`config.mk`:
```
export PLATFORM = sky130hd
export DESIGN_NAME = seq_detect_arbiter
export DESIGN_NICKNAME = d
export VERILOG_FILES = /design/src/rtl/seq_detect_arbiter.sv
export SDC_FILE = /design/constraint.sdc
export NUM_CORES = 1
export LEC_CHECK = 0
export ABC_AREA = 1
export BUFFER_PORTS_ARGS = -buffer_cell sky130_fd_sc_hd__buf_2
export CAP_MARGIN = 20
export CORE_ASPECT_RATIO = 0.8
export CORE_MARGIN = 5
export CORE_UTILIZATION = 54
export CTS_CLUSTER_DIAMETER = 50
export DETAILED_ROUTE_END_ITERATION = 8
export PLACE_DENSITY = 0.82
export SLEW_MARGIN = 20
export SYNTH_ARGS = -nofsm -noshare
export SYNTH_HDL_FRONTEND = slang
export SYNTH_SLANG_ARGS = --single-unit
```
`constraint.sdc`:
```
create_clock -name clk -period 2.4 [get_ports clk]
set_clock_uncertainty 0.15 [all_clocks]
set_input_delay 0.24 -clock clk [delete_from_list [all_inputs] [get_ports clk]]
set_output_delay 0.24 -clock clk [all_outputs]
set_load 0.02 [all_outputs]
```
`src/rtl/seq_detect_arbiter.sv`:
```
// Round-robin front end that feeds one frame at a time into a shared serial
// overlapping pattern detector and returns a per-frame match count.
module seq_detect_arbiter #(
  parameter int                DATA_W  = 8,
  parameter int                PAT_W   = 4,
  parameter logic [PAT_W-1:0]  PATTERN = 4'b1010,
  parameter int                CNT_W   = 4
) (
  input  logic              clk,
  input  logic              reset,
  input  logic              req0_valid,
  input  logic [DATA_W-1:0] req0_data,
  output logic              req0_ready,
  input  logic              req1_valid,
  input  logic [DATA_W-1:0] req1_data,
  output logic              req1_ready,
  output logic              resp_valid,
  output logic              resp_id,
  output logic [CNT_W-1:0]  resp_count,
  output logic              match,
  output logic              busy
);

  typedef enum logic [1:0] {
    IDLE   = 2'd0,
    SHIFT  = 2'd1,
    REPORT = 2'd2
  } state_t;

  localparam int               BC_W    = $clog2(DATA_W);
  localparam logic [BC_W-1:0]  BC_LAST = BC_W'(DATA_W - 1);
  localparam logic [BC_W-1:0]  BC_ARM  = BC_W'(PAT_W - 1);
  localparam logic [CNT_W-1:0] CNT_MAX = {CNT_W{1'b1}};

  state_t             state_q, state_d;
  logic               rr_q, rr_d;
  logic               id_q, id_d;
  logic [DATA_W-1:0]  shreg_q, shreg_d;
  logic [PAT_W-2:0]   hist_q, hist_d;
  logic [BC_W-1:0]    bitcnt_q, bitcnt_d;
  logic [CNT_W-1:0]   count_q, count_d;
  logic               resp_valid_q, resp_valid_d;
  logic               resp_id_q, resp_id_d;
  logic [CNT_W-1:0]   resp_count_q, resp_count_d;
  logic               match_q, match_d;

  logic               grant1;
  logic               cur_bit;
  logic [PAT_W-1:0]   window;
  logic               hit;
  logic [CNT_W-1:0]   count_inc;

  always_comb begin
    if (req0_valid && req1_valid) grant1 = rr_q;
    else                          grant1 = req1_valid;
  end

  // Gated by reset so nothing can look accepted while the block is held in reset.
  assign req0_ready = reset && (state_q == IDLE) && req0_valid && !grant1;
  assign req1_ready = reset && (state_q == IDLE) && req1_valid && grant1;

  always_comb begin
    state_d      = state_q;
    rr_d         = rr_q;
    id_d         = id_q;
    shreg_d      = shreg_q;
    hist_d       = hist_q;
    bitcnt_d     = bitcnt_q;
    count_d      = count_q;
    resp_valid_d = 1'b0;
    resp_id_d    = resp_id_q;
    resp_count_d = resp_count_q;
    match_d      = 1'b0;

    cur_bit   = shreg_q[DATA_W-1];
    window    = {hist_q, cur_bit};
    hit       = (window == PATTERN) && (bitcnt_q >= BC_ARM);
    count_inc = (hit && (count_q != CNT_MAX)) ? count_q + 1'b1 : count_q;

    case (state_q)
      IDLE: begin
        if (req0_ready || req1_ready) begin
          shreg_d  = grant1 ? req1_data : req0_data;
          id_d     = grant1;
          rr_d     = ~grant1;
          hist_d   = '0;
          bitcnt_d = '0;
          count_d  = '0;
          state_d  = SHIFT;
        end
      end
      SHIFT: begin
        shreg_d  = {shreg_q[DATA_W-2:0], 1'b0};
        bitcnt_d = bitcnt_q + 1'b1;
        hist_d   = window[PAT_W-2:0];
        match_d  = hit;
        count_d  = count_inc;
        // Response is loaded on the last shift edge so it is visible during REPORT.
        if (bitcnt_q == BC_LAST) begin
          state_d      = REPORT;
          resp_valid_d = 1'b1;
          resp_id_d    = id_q;
          resp_count_d = count_inc;
        end
      end
      REPORT: begin
        state_d = IDLE;
      end
      default: begin
        state_d      = IDLE;
        rr_d         = 1'b0;
        id_d         = 1'b0;
        shreg_d      = '0;
        hist_d       = '0;
        bitcnt_d     = '0;
        count_d      = '0;
        resp_id_d    = 1'b0;
        resp_count_d = '0;
      end
    endcase
  end

  always_ff @(posedge clk or negedge reset) begin
    if (!reset) begin
      state_q      <= IDLE;
      rr_q         <= 1'b0;
      id_q         <= 1'b0;
      shreg_q      <= '0;
      hist_q       <= '0;
      bitcnt_q     <= '0;
      count_q      <= '0;
      resp_valid_q <= 1'b0;
      resp_id_q    <= 1'b0;
      resp_count_q <= '0;
      match_q      <= 1'b0;
    end else begin
      state_q      <= state_d;
      rr_q         <= rr_d;
      id_q         <= id_d;
      shreg_q      <= shreg_d;
      hist_q       <= hist_d;
      bitcnt_q     <= bitcnt_d;
      count_q      <= count_d;
      resp_valid_q <= resp_valid_d;
      resp_id_q    <= resp_id_d;
      resp_count_q <= resp_count_d;
      match_q      <= match_d;
    end
  end

  assign resp_valid = resp_valid_q;
  assign resp_id    = resp_id_q;
  assign resp_count = resp_count_q;
  assign match      = match_q;
  assign busy       = (state_q != IDLE);

endmodule

```
# Word level (Yosys, flattened, before mapping)
# Index checks and enable logic that the tools add are counted.
[word_totals] in_bits=20 mem_bits_ro=0 latchBits=0 mem_count=0 ramBits=0 register_bits=29
[op_classes] n_eq_ne=7 n_addsub=2 n_lt_le_gt_ge=1 reduce_logical=18 div=0 shift=0 n_bitwise=4 mux=24 mul=0
[op_table] cell="one-hot mux 8 bit (3 select lines)" n=1
[op_table] cell="one-hot mux 3 bit (3 select lines)" n=2
[op_table] cell="2-to-1 mux 8 bit" n=2
[op_table] cell="2-to-1 mux 4 bit" n=3
[op_table] cell="one-hot mux 4 bit (3 select lines)" n=1
[op_table] cell="logical AND 1 bit" n=8
[op_table] cell="one-hot mux 4 bit (2 select lines)" n=1
[op_table] cell="AND reduction 2 bit" n=4
[op_table] cell="2-to-1 mux 1 bit" n=7
[op_table] cell="one-hot mux 1 bit (2 select lines)" n=3
[op_table] cell="adder 4 x 1 -> 4 bit (second input constant)" n=1
[op_table] cell="== test 4 bit (second input constant)" n=1
[op_table] cell="2-to-1 mux 2 bit" n=2
[op_table] cell="!= test 4 bit (second input constant)" n=1
[op_table] cell="inverter 1 bit" n=4
[op_table] cell="one-hot mux 2 bit (2 select lines)" n=1
[op_table] cell="OR reduction 2 bit" n=2
[op_table] cell="adder 3 x 1 -> 3 bit (second input constant)" n=1
[op_table] cell="== test 3 bit (second input constant)" n=1
[op_table] cell=">= comparator 3 x 2 -> 1 bit (second input constant)" n=1
[op_table] cell="2-to-1 mux 3 bit" n=1
[op_table] cell="== test 2 x 1 -> 1 bit (second input constant)" n=1
[op_table] cell="== test 2 bit (second input constant)" n=1
[op_table] cell="logical NOT 2 bit" n=1
[op_table] cell="other kinds (5)" n=5

# Logic depth before layout (Yosys ltp)
# Gate-level depths: netlist (run 1).
[depth] ltp_word=7 depth_mapped=11 depth_no_buf=10

# Worst setup path before layout (run 1)
# Ideal clock, no wire load.
[synth_path] kind="register to register" startpoint="register state_q[0]" endpoint="register count_q[2]" path_stages_with_launch=12 setup_time_ns=0.118 arrival_ns=1.485 n_path_buf=1 slack_ns=0.647 synth_period_minus_slack_ns=1.753 cell_sequence="dfrtp_1 inv_1 ha_1 nand2_1 inv_1 nand3_1 nand3_2 nand2_4 clkinv_2 buf_4 nand3_1 nand2_1"
[synth_via] elab_chain_cells=7
[synth_lines] element="from (decl)" line_no="35" rtl="state_t state_q, state_d;"
[synth_lines] element="from (signal assigned)" line_no="137" rtl="state_q <= state_d;"
[synth_lines] element="logical NOT 2 bit" line_no="59, 60, 80"
[synth_lines] element="logical AND 1 bit" line_no="59, 60"
[synth_lines] element="logical AND 1 bit, on equally long branches (2 in a row)" line_no="59, 60"
[synth_lines] element="logical OR 1 bit" line_no="82" rtl="if (req0_ready || req1_ready) begin"
[synth_lines] element="!= test 2 x 1 -> 1 bit (no source line)"
[synth_lines] element="AND reduction 2 bit (no source line)"
[synth_lines] element="to (signal assigned)" line_no="143" rtl="count_q <= count_d;"
[synth_lines] element="to (decl)" line_no="41" rtl="logic [CNT_W-1:0] count_q, count_d;"
# Several ways; a longest one is shown, not always the timed one.
# A chain may end at the register's enable or synchronous reset.

# Worst setup path in the final report (run 1)
[layout_path] startpoint="register state_q[0]" endpoint="register shreg_q[7]"
[layout_via] elab_chain_cells=7
[layout_lines] element="logical NOT 2 bit" line_no="59, 60, 80"
[layout_lines] element="logical AND 1 bit" line_no="59, 60"
[layout_lines] element="logical AND 1 bit, on equally long branches (2 in a row)" line_no="59, 60"
[layout_lines] element="logical OR 1 bit" line_no="82"
[layout_lines] element="!= test 2 x 1 -> 1 bit (no source line)"
[layout_lines] element="AND reduction 2 bit (no source line)"
[layout_lines] element="to (signal assigned)" line_no="140" rtl="shreg_q <= shreg_d;"
[layout_lines] element="to (decl)" line_no="38" rtl="logic [DATA_W-1:0] shreg_q, shreg_d;"
# Several ways; a longest one is shown, not always the timed one.

==> results of run 1 <==
[layer usage]
| metal | part of all wire [%] | global-route usage (%) | routed length, microns |
|---|---|---|---|
| met1 | 46 | 22.8 | 1520 |
| met2 | 44 | 29.1 | 1460 |
| met3 | 8.3 | 5.12 | 274 |
| met4 | 1.6 | 8.31 | 54 |
| met5 | 0 | 0 | 0 |
[critical path: cells and delay by family (launching register included)]
kind | cells | cell delay (ns)
compound gates | 1 | 0.09
simple gates | 5 | 0.66
fa+ha+maj | 1 | 0.28
flops | 1 | 0.37
buf+inv | 3 | 0.36
[per-stage QoR]
stage	instances	worst slack, ns	hold WS [ns]	cell area, sq um	utilization (%)
final	296	0.356	0.101	1880	67.4
after global routing	296	0.163	0.119	1880	67.4
after CTS	296	0.347	0.0993	1880	67.4
after detailed placement	288	0.361	0.138	1780	64.0
after global placement	288	0.482	0.138	1780	64.0
after floorplan	223	0.647	-0.206	1600	-
[synthesized netlist by cell type, drive strengths merged]
cell type | number | area share, %
nand2 | 112 | 27
dfrtp | 29 | 45
inv | 24 | 5.6
nand3 | 21 | 6.9
nor2 | 13 | 3.2
ha | 8 | 6.3
nand4 | 4 | 1.6
o21ai | 3 | 0.94
a21oi | 2 | 0.63
buf | 2 | 0.78
clkbuf | 2 | 0.47
nor3 | 2 | 0.94
clkinv | 1 | 0.31
[path summary, 6_finish.rpt]
path / endpoint / startpoint / depth (start not counted) / slack, ns
max: shreg_q[7] / state_q[0] / 10 / 0.36
min: shreg_q[0] / req0_data[0] / 5 / 0.10
max reg2reg: shreg_q[7] / state_q[0] / 10 / 0.36
min reg2reg: resp_id / resp_id / 2 / 0.33
max in group asynchronous: hist_q[2] / reset / 3 / 1.46
min in group asynchronous: state_q[1] / reset / 3 / 0.36
[power groups by stage]
stage / Combinational (mW) / Sequential (mW) / Clock (mW)
after floorplan: 0.609 / 0.641 / 0
after global placement: 0.754 / 0.650 / 0
after detailed placement: 0.783 / 0.649 / 0
after CTS: 0.785 / 0.643 / 0.402
after global routing: 0.897 / 0.657 / 0.424
final: 0.775 / 0.644 / 0.391
[final cells by class]
type / count / area share, %
clock buffers: 7 / 4.59
inverters: 25 / 5.06
multi-input cells: 165 / 40.1
flip-flops and latches: 29 / 38.6
well taps: 38 / 2.53
repair buffers: 32 / 9.05
[logic make-up (layout without fill, tap and decap cells)]
logic type / Yosys count / after routing / synth area share, %
AND/OR/NAND/NOR: 152 / 152 / 39.5
AO/OA/AOI/OAI: 5 / 5 / 1.57
adder cells (fa/ha/maj): 8 / 8 / 6.27
buffers and inverters: 29 / 64 / 7.22
flip-flops: 29 / 29 / 45.5
[timing repair]
item                                   in CTS  in global routing
endpoints found under the hold margin      29                  0
gates resized for setup                     0                  0
hold buffers                                1                  0
[flip-flops by register name (all words and copies together) (netlist names)]
register    cells
id_q            1
count_q         4
rr_q            1
match           1
bitcnt_q        3
shreg_q         8
resp_count      4
state_q         2
hist_q          3
resp_valid      1
resp_id         1
==> flow_summary_export.csv, run 1 <==
group,metric,value,unit
critical_path,critPathMaxStageDelay,0.37,ns
worst_hold_path,min_path_type,"primary input to flip-flop",
power,p_int,1.04,mW
layout,syn_to_final_growth,17.8,%
route,viasPerCell,4.86,
timing,drv_slew,0,
global_route,grt_use_total,18.1,%
critical_path,start_kind,"flip-flop",
route,dr.pass1.iters,4,
clock_tree,clkTransAtPathRegs,0.06,ns
route,route.vias.total,1439,
timing,slew_headroom,75.3,%
critical_path,cp-end-kind,"flip-flop",
critical_path,cp_cell_sequence,"inv_1 -> ha_1 -> nand2_1 -> inv_1 -> nand3_1 -> nand3_2 -> nand2_4 -> clkinv_2 -> nand2_1 -> o21ai_0",
floorplan,die_area,0.00415,sq mm
timing,fmax,489,MHz
floorplan,die_y,58.6,microns
logic_synthesis,syn_area,0.00160,sq mm
timing,fin_crit,2.04,ns
critical_path,crit_arrival,2.04,ns
global_route,grt_pass1_wl,5940,microns
place,io_buffers,29,
global_route,grt_pass1_vias,1362,
critical_path,critPathMaxFanout,18,
route,drc,0,
run,maxCapViolations,0,
logic_synthesis,seq_area_frac_synth,45.5,%
timing,setup_tns,0,ns
logic_synthesis,yosys_register_bits,29,
floorplan,start_util,57.3,%
layout,final_cell_mix,"nand2_1 (111), dfrtp_1 (29), buf_2 (29)",
layout,n_antenna_cell,0,
critical_path,worst_path_max_delay_cell,"dfrtp_1",
floorplan,coreArea,0.00279,sq mm
logic_synthesis,ys_warn_count,0,
power,combPwrFrac,42.8,%
clock_tree,cts_num_sinks,29,
clock_tree,cts_tree,"done",
timing,rsz0062_at_grt,"no",
clock_tree,cts_max_path_buffers,2,
layout,nNetsFinal,286,
global_route,antenna_found_initial,0,
logic_synthesis,syn_inst,223,
route,drtIter0Drc,89,
floorplan,io-pin-count,30,
layout,ff_latch_area,726,sq um
power,clkPwrFrac,21.6,%
global_route,grt_max_degree,30,
power,p_total,1.81,mW
power,switchingPower,0.770,mW
power,irDropWorstVdd,0.000495,V
timing,hold_violations,0,
timing,fin_crit_sh,85.2,%
power,powerDensity,963,mW/mm^2
clock_tree,postCtsSetupRepairBufs,0,
global_route,grt.overflow.total,0,
layout,multi_input_area,754,sq um
timing,worstMarginPinSlew,0.369,ns
power,p_seq_share,35.6,%
route,ant_nets,0,
layout,drive_gt1_share,16.3,%
power,p_sw_share,42.6,%
clock_tree,ctsHtreeMaxLevel,2,
place,place_hpwl,2470,microns
logic_synthesis,synth_cell_type_count,18,
place,place.gp.congestion,0.855,
critical_path,crit_required,2.40,ns
floorplan,num_rows,17,
clock_tree,clkLatencyLatePin,0.27,ns
route,wl,3320,microns
layout,mostFrequentLayoutCell,"nand2_1",
timing,finalSetupViolations,0,
floorplan,die_w,70.8,microns
route,wl_per_cell,11.2,microns
layout,nFillCells,254,
status,outcome,"finished clean",
logic_synthesis,synth_fp_nets,251,
logic_synthesis,syn_area_per_cell,7.15,sq um
clock_tree,root_buffer,"clkbuf_8",
power,p_leak,1.13,nW
clock_tree,numCtsBuffers,5,
critical_path,path_class,"flip-flop to flip-flop",
(Power assumes the default switching activity.)
==> run 2: changes to the inputs <==
Clock period 2.4 ns to 1.9 ns, I/O delays scaled along.
==> flow_summary_export.csv, run 2 (synthesis gave the netlist of run 1 again) <==
group,metric,value,unit
global_route,grt_pass1_wl,6000,microns
timing,finalSetupViolations,0,
place,place_hpwl,2410,microns
clock_tree,clkLatencyLatePin,0.28,ns
critical_path,cp-startpoint,"state_q[0]",
route,wl_per_cell,11.1,microns
critical_path,ff2ff_setup_slack,0.14,ns
clock_tree,cts_max_path_buffers,2,
clock_tree,clkTransAtPathRegs,0.07,ns
clock_tree,numCtsBuffers,5,
layout,largest_register_ffs,8,
timing,fin_crit,1.76,ns
timing,worstMarginPinSlew,0.361,ns
floorplan,start_util,57.3,%
layout,drive_gt1_share,18.7,%
layout,final_cell_mix,"nand2_1 (111), dfrtp_1 (29), buf_2 (29)",
power,p_leak,1.14,nW
route,dr.pass1.iters,4,
power,powerDensity,1230,mW/mm^2
worst_hold_path,min_path_type,"primary input to flip-flop",
critical_path,r2r_start,"bitcnt_q[0]",
critical_path,r2r_cells,10,
floorplan,io-pin-count,30,
route,drtIter0Drc,72,
route,wl,3340,microns
timing,fmax,569,MHz
critical_path,worstSetupEndpoint,"req0_ready",
global_route,grt_use_total,18.1,%
global_route,grt_pass1_vias,1415,
layout,n_antenna_cell,0,
critical_path,critPathMaxFanout,3,
critical_path,crit_arrival,1.42,ns
critical_path,cp-end-kind,"output pin",
status,outcome,"finished clean",
run,maxCapViolations,0,
floorplan,die_w,70.8,microns
place,place.gp.congestion,0.847,
timing,fin_crit_sh,92.5,%
route,viasPerCell,5.03,
layout,nNetsFinal,289,
clock_tree,cts_tree,"done",
power,p_total,2.35,mW
power,irDropWorstVdd,0.000752,V
global_route,grt.overflow.total,0,
global_route,grt_max_degree,30,
layout,mostFrequentLayoutCell,"nand2_1",
layout,syn_to_final_growth,19.5,%
timing,drv_slew,0,
critical_path,path_class,"flip-flop to output pin",
clock_tree,cts_num_sinks,29,
timing,setup_tns,0,ns
route,ant_nets,0,
floorplan,num_rows,17,
critical_path,start_kind,"flip-flop",
place,post-place-ws,0.0632,ns
timing,slew_headroom,75.8,%
timing,hold_violations,0,
route,drc,0,
floorplan,die_y,58.6,microns
floorplan,die_area,0.00415,sq mm
critical_path,r2r_end,"count_q[3]",
clock_tree,root_buffer,"clkbuf_8",
floorplan,coreArea,0.00279,sq mm
layout,largest-register,"shreg_q",
timing,setup_ws,0.142,ns
layout,nFillCells,234,
global_route,antenna_found_initial,0,
timing,hold_slack,0.0413,ns
route,route.vias.total,1508,
place,io_buffers,29,
clock_tree,ctsHtreeMaxLevel,2,
critical_path,crit_required,1.56,ns
timing,rsz0062_at_grt,"no",
==> run 2: per-stage QoR <==
| stage | area, sq um | instances | util, % |
|---|---|---|---|
| 2_1_floorplan | 1600 | 223 | - |
| 3_3_place_gp | 1810 | 291 | 64.8 |
| 3_5_place_dp | 1810 | 291 | 64.8 |
| 4_1_cts | 1900 | 300 | 68.1 |
| 5_1_grt | 1910 | 300 | 68.4 |
| 6_report | 1910 | 300 | 68.4 |
==> run 2: worst min path at each step <==
stage	startpoint	to	slack, ns	cells past startpoint
CTS	req0_data[0]	shreg_q[0]	0.04	5
finish	req0_data[0]	shreg_q[0]	0.04	5
floorplan	reset	bitcnt_q[0]	-0.26	0
global placement	reset	state_q[1]	0.09	2
global route	req0_data[0]	shreg_q[0]	0.06	5
detailed placement	reset	state_q[1]	0.09	2
==> run 2: area by class of cell <==
class	count	area (sq um)	share of cell area, %
well taps	38	47.5	2.49
repair buffers	35	193	10.1
multi-input cells	165	762	40.0
inverters	25	96.3	5.05
clock buffers	6	72.6	3.81
clock inverters	2	10.0	0.525
flip-flops and latches	29	726	38.1
==> run 2: metal layers <==
metal	GRT usage (%)	up-vias	part of all wire (%)
met2	30.0	53	46
li1	-	765	-
met1	22.8	686	46
met3	5.97	4	6.8
met4	5.63	0	1.3
met5	0	-	0
==> run 2: critical path, cell delays in order, from the launching register on <==
cell and delay [ns]:
dfrtp_1 0.40, inv_1 0.10, ha_1 0.17, nand2_1 0.07
nor2_1 0.09, nand2_1 0.09, inv_1 0.06, buf_2 0.15
==> run 2: timing repair <==
| action | 4_1_cts | 5_1_grt |
|---|---|---|
| hold endpoints to repair | 29 | 0 |
| hold buffers | 1 | 0 |
| setup buffers | 0 | 0 |
| resized for setup | 0 | 4 |
| endpoints found under the setup margin | 0 | 20 |
==> run 2: where the power goes <==
part,internal [mW],leakage [nW],switching (mW),total [mW]
combinational,0.338,0.702,0.709,1.05
clock,0.253,0.0450,0.234,0.487
sequential,0.740,0.393,0.0801,0.820
total,1.33,1.14,1.02,2.35
==> run 3: changes to the inputs <==
Settings changed: MAX_ROUTING_LAYER set to met4, SETUP_SLACK_MARGIN set to 0.3, SLEW_MARGIN 20 to unset.
==> flow_summary_export.csv, run 3 (synthesis gave the netlist of run 1 again) <==
group,metric,value,unit
status,outcome,"finished clean",
layout,mostFrequentLayoutCell,"nand2_1",
power,p_leak,1.28,nW
floorplan,die_w,70.8,microns
worst_hold_path,min_path_type,"primary input to flip-flop",
clock_tree,numCtsBuffers,5,
route,ant_nets,0,
critical_path,start_kind,"flip-flop",
layout,final_cell_mix,"nand2_1 (90), dfrtp_1 (29), buf_2 (26)",
timing,finalSetupViolations,0,
global_route,grt_pass1_vias,1540,
clock_tree,ctsHtreeMaxLevel,2,
global_route,grt_max_degree,30,
critical_path,r2r_cells,10,
layout,largest_register_ffs,8,
place,place_hpwl,2390,microns
timing,worstMarginPinSlew,0.376,ns
power,powerDensity,1470,mW/mm^2
clock_tree,clkLatencyLatePin,0.28,ns
critical_path,crit_arrival,1.75,ns
layout,largest-register,"shreg_q",
route,wl_per_cell,14.8,microns
layout,nNetsFinal,307,
clock_tree,cts_max_path_buffers,2,
floorplan,start_util,57.3,%
critical_path,worstSetupEndpoint,"shreg_q[4]",
critical_path,cp-end-kind,"flip-flop",
critical_path,r2r_start,"state_q[1]",
run,maxCapViolations,0,
floorplan,die_area,0.00415,sq mm
global_route,grt_pass1_wl,6530,microns
route,wl,4720,microns
floorplan,die_y,58.6,microns
timing,fin_crit,1.72,ns
power,p_total,3.40,mW
critical_path,cp-startpoint,"state_q[1]",
clock_tree,cts_num_sinks,29,
timing,fin_crit_sh,90.6,%
timing,hold_violations,0,
place,place.gp.congestion,0.876,
timing,slew_headroom,74.9,%
critical_path,path_class,"flip-flop to flip-flop",
route,dr.pass1.iters,4,
place,io_buffers,29,
route,viasPerCell,5.34,
route,route.vias.total,1699,
layout,syn_to_final_growth,45.1,%
layout,nFillCells,164,
timing,rsz0062_at_grt,"yes",
layout,drive_gt1_share,40.4,%
worst_hold_path,min_path_cells,5,
floorplan,coreArea,0.00279,sq mm
critical_path,r2r_end,"shreg_q[4]",
critical_path,critPathMaxFanout,6,
clock_tree,cts_tree,"done",
floorplan,num_rows,17,
layout,n_antenna_cell,0,
timing,drv_slew,0,
global_route,antenna_found_initial,0,
critical_path,ff2ff_setup_slack,0.18,ns
route,drtIter0Drc,192,
clock_tree,root_buffer,"clkbuf_8",
clock_tree,clkTransAtPathRegs,0.06,ns
critical_path,crit_required,1.93,ns
global_route,grt.overflow.total,0,
floorplan,io-pin-count,30,
timing,fmax,581,MHz
worst_hold_path,min_from,"req0_data[0]",
route,drc,0,
power,irDropWorstVdd,0.00115,V
global_route,grt_use_total,20.4,%
timing,setup_tns,0,ns
==> run 3: metal layers <==
metal	track usage [%]	wire (microns)	up-vias
li1	-	-	802
met1	25.5	1960	804
met2	33.0	2270	75
met3	4.61	351	18
met4	6.97	136	0
met5	-	0	-
==> run 3: worst min path at each step <==
stage / endpoint / slack (ns)
after global routing: shreg_q[0] / 0.09
after floorplan: bitcnt_q[0] / -0.26
after CTS: shreg_q[0] / 0.05
after global placement: shreg_q[1] / 0.11
final: shreg_q[0] / 0.05
after detailed placement: shreg_q[1] / 0.11
==> run 3: where the power goes <==
group          switching, mW  internal [mW]  total, mW  leakage (nW)
Clock                  0.237          0.327      0.563        0.0542
Combinational           1.17          0.839       2.01         0.833
Sequential            0.0870          0.740      0.827         0.393
==> run 3: layout make-up <==
| class | count | area (sq um) | share of cell area, % |
|---|---|---|---|
| Clock buffer | 7 | 96.3 | 4.16 |
| Sequential cell | 29 | 726 | 31.4 |
| Timing Repair Buffer | 52 | 367 | 15.8 |
| Tap cell | 38 | 47.5 | 2.05 |
| Multi-Input combinational cell | 166 | 970 | 41.9 |
| Inverter | 25 | 104 | 4.49 |
| Clock inverter | 1 | 5.00 | 0.216 |
==> run 3: worst max-delay path, cell delays in order (launching register included) <==
cell and delay (ns):
dfrtp_1 0.40, inv_2 0.11, ha_4 0.16, nand2_4 0.06
nor2_4 0.10, nand2_2 0.08, nand3_4 0.17, nand2_8 0.11
buf_12 0.16, nand2_2 0.06, nand2_1 0.05
==> run 3: repair_timing <==
action	in CTS	in global routing
endpoints found under the setup margin	25	30
pin swaps	3	21
hold buffers	1	0
gates resized for setup	13	51
gates cloned	0	1
endpoints found under the hold margin	29	0
setup buffers	15	5
==> run 3: metrics by stage <==
| stage | instances | instance area (sq um) | setup slack (ns) | utilization [%] | hold WS, ns |
|---|---|---|---|---|---|
| 3_3_place_gp | 288 | 1820 | 0.0923 | 65.2 | 0.114 |
| 3_5_place_dp | 288 | 1820 | 0.0745 | 65.2 | 0.112 |
| 6_report | 318 | 2310 | 0.178 | 83.1 | 0.0511 |
| 5_1_grt | 318 | 2310 | 0.103 | 83.1 | 0.0926 |
| 2_1_floorplan | 223 | 1640 | 0.298 | - | -0.256 |
| 4_1_cts | 312 | 2090 | 0.242 | 75.0 | 0.0477 |
